`src/rtl/tx_serializer.sv`:
```
// -----------------------------------------------------------------------------
// tx_serializer
//   Parallel-to-serial front end for a DDR output stage. Takes WIDTH-bit words
//   over a valid/ready handshake and emits two bits per clock, LSB first:
//   beat k carries dout_even = word[2k] and dout_odd = word[2k+1].
//   A one-deep holding register lets the next word queue up while the current
//   word shifts out, so back-to-back words stream with no idle beat.
//
//   Optional feature (macro TX_SERIALIZER_PRBS_IDLE_EN): idle pairs come from
//   a PRBS7 LFSR (x^7+x^6+1, seed 7'h7F) instead of constant zeros.
//
// Ports
//   clk        : clock, all state on posedge
//   rst        : asynchronous active-high reset
//   din        : parallel word to serialize
//   din_valid  : din holds a word
//   din_ready  : word accepted this cycle if din_valid (combinational)
//   dout_even  : first-half-period bit of the current pair (registered)
//   dout_odd   : second-half-period bit of the current pair (registered)
//   dout_valid : current pair carries word data (registered)
//   underflow  : one-cycle pulse when the stream runs dry (registered)
// -----------------------------------------------------------------------------
module tx_serializer #(
  parameter int WIDTH = 16
) (
  input  logic             clk,
  input  logic             rst,
  input  logic [WIDTH-1:0] din,
  input  logic             din_valid,
  output logic             din_ready,
  output logic             dout_even,
  output logic             dout_odd,
  output logic             dout_valid,
  output logic             underflow
);

  localparam int             BEATS = WIDTH / 2;
  localparam int             CW    = (BEATS > 1) ? $clog2(BEATS) : 1;
  localparam logic [CW-1:0]  LAST  = CW'(BEATS - 1);

  typedef enum logic {IDLE, SHIFT} state_t;

  state_t           state, state_d;
  logic [CW-1:0]    cnt, cnt_d;
  logic [WIDTH-1:0] shreg, shreg_d;
  logic [WIDTH-1:0] hold, hold_d;
  logic             hold_full, hold_full_d;
  logic             even_d, odd_d, valid_d, uf_d;
  logic             xfer;
  logic             idle_even, idle_odd;

  assign din_ready = !hold_full && !rst;
  assign xfer      = din_valid && din_ready;

`ifdef TX_SERIALIZER_PRBS_IDLE_EN
  // Two LFSR steps per idle cycle: the even bit is taken from the current
  // state, the odd bit from the state after one step.
  logic [6:0] lfsr, lfsr_d, lfsr_s1, lfsr_s2;
  assign lfsr_s1   = {lfsr[5:0],    lfsr[6]    ^ lfsr[5]};
  assign lfsr_s2   = {lfsr_s1[5:0], lfsr_s1[6] ^ lfsr_s1[5]};
  assign idle_even = lfsr[6];
  assign idle_odd  = lfsr_s1[6];
`else
  assign idle_even = 1'b0;
  assign idle_odd  = 1'b0;
`endif

  // Next-state / next-output logic. The shifter always holds the bits that
  // follow the pair currently on the outputs, so shreg[1:0] is the next beat.
  always_comb begin
    state_d     = state;
    cnt_d       = cnt;
    shreg_d     = shreg;
    hold_d      = hold;
    hold_full_d = hold_full;
    even_d      = 1'b0;
    odd_d       = 1'b0;
    valid_d     = 1'b0;
    uf_d        = 1'b0;
`ifdef TX_SERIALIZER_PRBS_IDLE_EN
    lfsr_d      = lfsr;
`endif
    case (state)
      IDLE: begin
        if (xfer) begin
          state_d = SHIFT;
          cnt_d   = '0;
          shreg_d = din >> 2;
          even_d  = din[0];
          odd_d   = din[1];
          valid_d = 1'b1;
        end else begin
          even_d  = idle_even;
          odd_d   = idle_odd;
`ifdef TX_SERIALIZER_PRBS_IDLE_EN
          lfsr_d  = lfsr_s2;
`endif
        end
      end
      SHIFT: begin
        valid_d = 1'b1;
        if (cnt != LAST) begin
          cnt_d   = cnt + 1'b1;
          shreg_d = shreg >> 2;
          even_d  = shreg[0];
          odd_d   = shreg[1];
          if (xfer) begin
            hold_d      = din;
            hold_full_d = 1'b1;
          end
        end else if (hold_full) begin
          // din_ready is low here, so no transfer can collide with the reload
          cnt_d       = '0;
          shreg_d     = hold >> 2;
          even_d      = hold[0];
          odd_d       = hold[1];
          hold_full_d = 1'b0;
        end else if (xfer) begin
          // hold empty: new word bypasses straight into the shifter
          cnt_d   = '0;
          shreg_d = din >> 2;
          even_d  = din[0];
          odd_d   = din[1];
        end else begin
          state_d = IDLE;
          cnt_d   = '0;
          valid_d = 1'b0;
          uf_d    = 1'b1;
          even_d  = idle_even;
          odd_d   = idle_odd;
`ifdef TX_SERIALIZER_PRBS_IDLE_EN
          lfsr_d  = lfsr_s2;
`endif
        end
      end
      default: state_d = IDLE;
    endcase
  end

  always_ff @(posedge clk or posedge rst) begin
    if (rst) begin
      state      <= IDLE;
      cnt        <= '0;
      shreg      <= '0;
      hold       <= '0;
      hold_full  <= 1'b0;
      dout_even  <= 1'b0;
      dout_odd   <= 1'b0;
      dout_valid <= 1'b0;
      underflow  <= 1'b0;
`ifdef TX_SERIALIZER_PRBS_IDLE_EN
      lfsr       <= 7'h7F;
`endif
    end else begin
      state      <= state_d;
      cnt        <= cnt_d;
      shreg      <= shreg_d;
      hold       <= hold_d;
      hold_full  <= hold_full_d;
      dout_even  <= even_d;
      dout_odd   <= odd_d;
      dout_valid <= valid_d;
      underflow  <= uf_d;
`ifdef TX_SERIALIZER_PRBS_IDLE_EN
      lfsr       <= lfsr_d;
`endif
    end
  end

endmodule

```
`config.mk`:
```
export PLATFORM = sky130hd
export DESIGN_NAME = tx_serializer
export DESIGN_NICKNAME = d
export VERILOG_FILES = /design/src/rtl/tx_serializer.sv
export SDC_FILE = /design/constraint.sdc
export NUM_CORES = 1
export LEC_CHECK = 0
export ABC_AREA = 0
export CELL_PAD_IN_SITES_DETAIL_PLACEMENT = 0
export CELL_PAD_IN_SITES_GLOBAL_PLACEMENT = 2
export CORE_MARGIN = 8
export CORE_UTILIZATION = 39
export DETAILED_ROUTE_END_ITERATION = 12
export DONT_BUFFER_PORTS = 1
export GPL_TIMING_DRIVEN = 0
export PLACE_DENSITY = 0.73
export REMOVE_ABC_BUFFERS = 1
export SLEW_MARGIN = 20
export SYNTH_ARGS = -nofsm -noshare
export SYNTH_HDL_FRONTEND = slang
export SYNTH_SLANG_ARGS = --single-unit
```
`constraint.sdc`:
```
create_clock -name clk -period 1.9 [get_ports clk]
set_clock_uncertainty 0.2 [all_clocks]
set_input_delay 0.19 -clock clk [delete_from_list [all_inputs] [get_ports clk]]
set_output_delay 0.19 -clock clk [all_outputs]
set_load 0.01 [all_outputs]
```
==> impl_metrics.json <==
{
  "finish.instance_area_um2": 2240,
  "yosysSeqAreaShare_pct": 55.4,
  "wire_per_inst_um": 18.8,
  "leakagePower_nw": 0.996,
  "clk_latency_ps": 290,
  "grt_pass1_wl_mm": 6.78,
  "final_cells": 209,
  "die_h_um": 84.0,
  "drc": 0,
  "worstPathArrival_ps": 1850,
  "place_area_um2": 1830,
  "slew-limit-headroom_pct": 67.5,
  "rows": 24,
  "setup_slack_ps": 18.3,
  "drv_slew": 0,
  "dpl.cell_count": 173,
  "grt_pass1_vias": 1343,
  "synth_cells": 130,
  "ys_types": 28,
  "rsz0062_at_grt": "true",
  "cts-root-buf": "clkbuf_8",
  "top_layer": "met4",
  "fmax_ghz": 0.531,
  "die-area_um2": 7060,
  "setup_viol": 0,
  "track_usage_pct": 11.7,
  "n_antenna_cell": 0,
  "cts_made_buffers": 5,
  "irDropWorstVdd_mv": 0.571,
  "die_width_um": 84.0,
  "hold_viol_final": 0,
  "worstSetupPathType": "flip-flop to flip-flop",
  "vias": 1235,
  "layout.nets": 177,
  "final_cell_mix": "dfrtp_1 (38), dlygate4sd3_1 (17), a221o_1 (14)",
  "dr.pass1.iters": 4,
  "place_congestion": 0.687,
  "wl_mm": 3.94,
  "m1WireLength_mm": 1.80,
  "drv_cap": 0,
  "drtIter0Drc": 53,
  "whs_ps": 60.9,
  "drive_above_1_share_pct": 29.9,
  "core_region_area_um2": 4410,
  "fin_crit_ps": 1880,
  "p_per_area_nw_per_um2": 1460,
  "wl_met3_um": 201,
  "cts_buffer_depth": 2,
  "io_buffer_count": 0,
  "hpwl_mm": 2.35,
  "vias_per_cell": 5.91,
  "finalCritPeriodShare_pct": 99.0,
  "clk_pin_slew_ps": 70,
  "htree_levels": 2,
  "synth_seq_cells": 40,
  "area_delta_synth_final_pct": 24.3,
  "place_ws_ps": -1150,
  "cp-end-kind": "flip-flop",
  "cts_sinks": 40,
  "syn_area_um2": 1810,
  "cts_tree": "yes",
  "status": "finished, final reports clean",
  "critPathMaxFanout": 14,
  "hold_class": "primary input to flip-flop",
  "drtAntennaViolNets": 0,
  "timing.critical_path.required_ps": 1870,
  "utilization_pct": 50.8,
  "initial_core_util_pct": 40.9,
  "layout_commonest_cell": "dfrtp_1",
  "syn_area_per_cell_um2": 13.9,
  "worst_slew_pin_slew_ps": 485,
  "ios": 24,
  "antenna_found_initial": 0,
  "fin_setup_tns_ps": 0,
  "ys_warn_count": 0,
  "grt_max_degree": 25,
  "overflow": 0,
  "worstSetupStartpointType": "flip-flop",
  "p_total_mw": 3.28,
  "wl_met2_mm": 1.90
}
Yosys cell counts:
| cell type | n | share of area [%] |
|---|---|---|
| a21oi_4 | 1 | 0.90 |
| nand2_1 | 9 | 1.9 |
| mux2_2 | 7 | 4.4 |
| a21oi_1 | 2 | 0.55 |
| nor3_1 | 1 | 0.28 |
| clkbuf_1 | 2 | 0.42 |
| nor3b_4 | 1 | 1.0 |
| o2bb2ai_1 | 1 | 0.49 |
| nand2b_1 | 1 | 0.35 |
| buf_6 | 4 | 2.5 |
| and2_1 | 2 | 0.69 |
| nor2_1 | 2 | 0.42 |
| inv_1 | 2 | 0.42 |
| ha_1 | 2 | 1.4 |
| dfrtp_1 | 40 | 55 |
| buf_1 | 1 | 0.21 |
| mux2_4 | 10 | 8.3 |
| a22oi_1 | 2 | 0.83 |
| buf_2 | 3 | 0.83 |
| o21ai_0 | 5 | 1.4 |
| or3b_2 | 1 | 0.49 |
| nand4_1 | 1 | 0.35 |
| nor2b_2 | 1 | 0.49 |
| a221o_1 | 14 | 7.8 |
| a32o_1 | 12 | 6.7 |
| nand2_4 | 1 | 0.62 |
| nor2_4 | 1 | 0.62 |
| and2_0 | 1 | 0.35 |
registers in the layout, summed over array words and instances (netlist names):
| signal | flops |
|---|---|
| cnt | 3 |
| dout_even | 1 |
| dout_odd | 1 |
| hold | 16 |
| hold_full | 1 |
| shreg | 16 |
| state | 1 |
| underflow | 1 |
worst paths after layout:
kind / cells after the start / from / slack, ps / to
min: 3 / rst / 60 / cnt[1]$_DFFE_PP0P_
min reg2reg: 2 / shreg[0]$_DFF_PP0_ / 290 / dout_even$_DFF_PP0_
max reg2reg: 6 / cnt[0]$_DFFE_PP0P_ / 20 / shreg[0]$_DFF_PP0_
max: 6 / cnt[0]$_DFFE_PP0P_ / 20 / shreg[0]$_DFF_PP0_
max in group asynchronous: 3 / rst / 890 / hold_full$_DFFE_PP0P_
min in group asynchronous: 2 / rst / 160 / cnt[2]$_DFFE_PP0P_
routing by layer:
metal	up-vias	track usage [%]
met5	-	0
met4	0	3.77
met3	6	3.61
met2	26	18.5
met1	647	14.7
li1	556	-
cell type report:
class                           instances  area [µm²]
Sequential cell                        40        1000
Fill cell                             396        2170
Timing Repair Buffer                   28         310
Clock buffer                            8        90.1
Tap cell                               52        65.1
Multi-Input combinational cell         79         767
Inverter                                2        7.51
timing repair:
| action | in CTS | in global routing |
|---|---|---|
| endpoints found under the setup margin | 36 | 24 |
| gates cloned | 1 | 0 |
| buffers inserted | 10 | 0 |
| hold endpoints to repair | 72 | 0 |
| pin swaps | 2 | 0 |
| hold buffers | 17 | 0 |
| gates resized for setup | 9 | 1 |
power by group:
part / total (mW) / switching, mW / internal, mW
Sequential: 1.44 / 0.249 / 1.19
Combinational: 1.26 / 0.548 / 0.713
Clock: 0.573 / 0.277 / 0.296
Total: 3.28 / 1.07 / 2.20
critical path, stage by stage (launching register included):
cell,delay [ps]
dfrtp_1,390
ha_2,200
ha_4,190
nor2b_4,240
buf_12,150
nor2_4,80
a221o_1,310
cells by family after synthesis:
logic type | Yosys count | synth area share [%]
adders and majority gates | 2 | 1.39
and+or+nand+nor | 22 | 7.55
buffers and inverters | 12 | 4.37
muxes | 17 | 12.7
DFF | 40 | 55.4
AOI/OAI and AO/OA | 37 | 18.6
(Power assumes the default switching activity.)
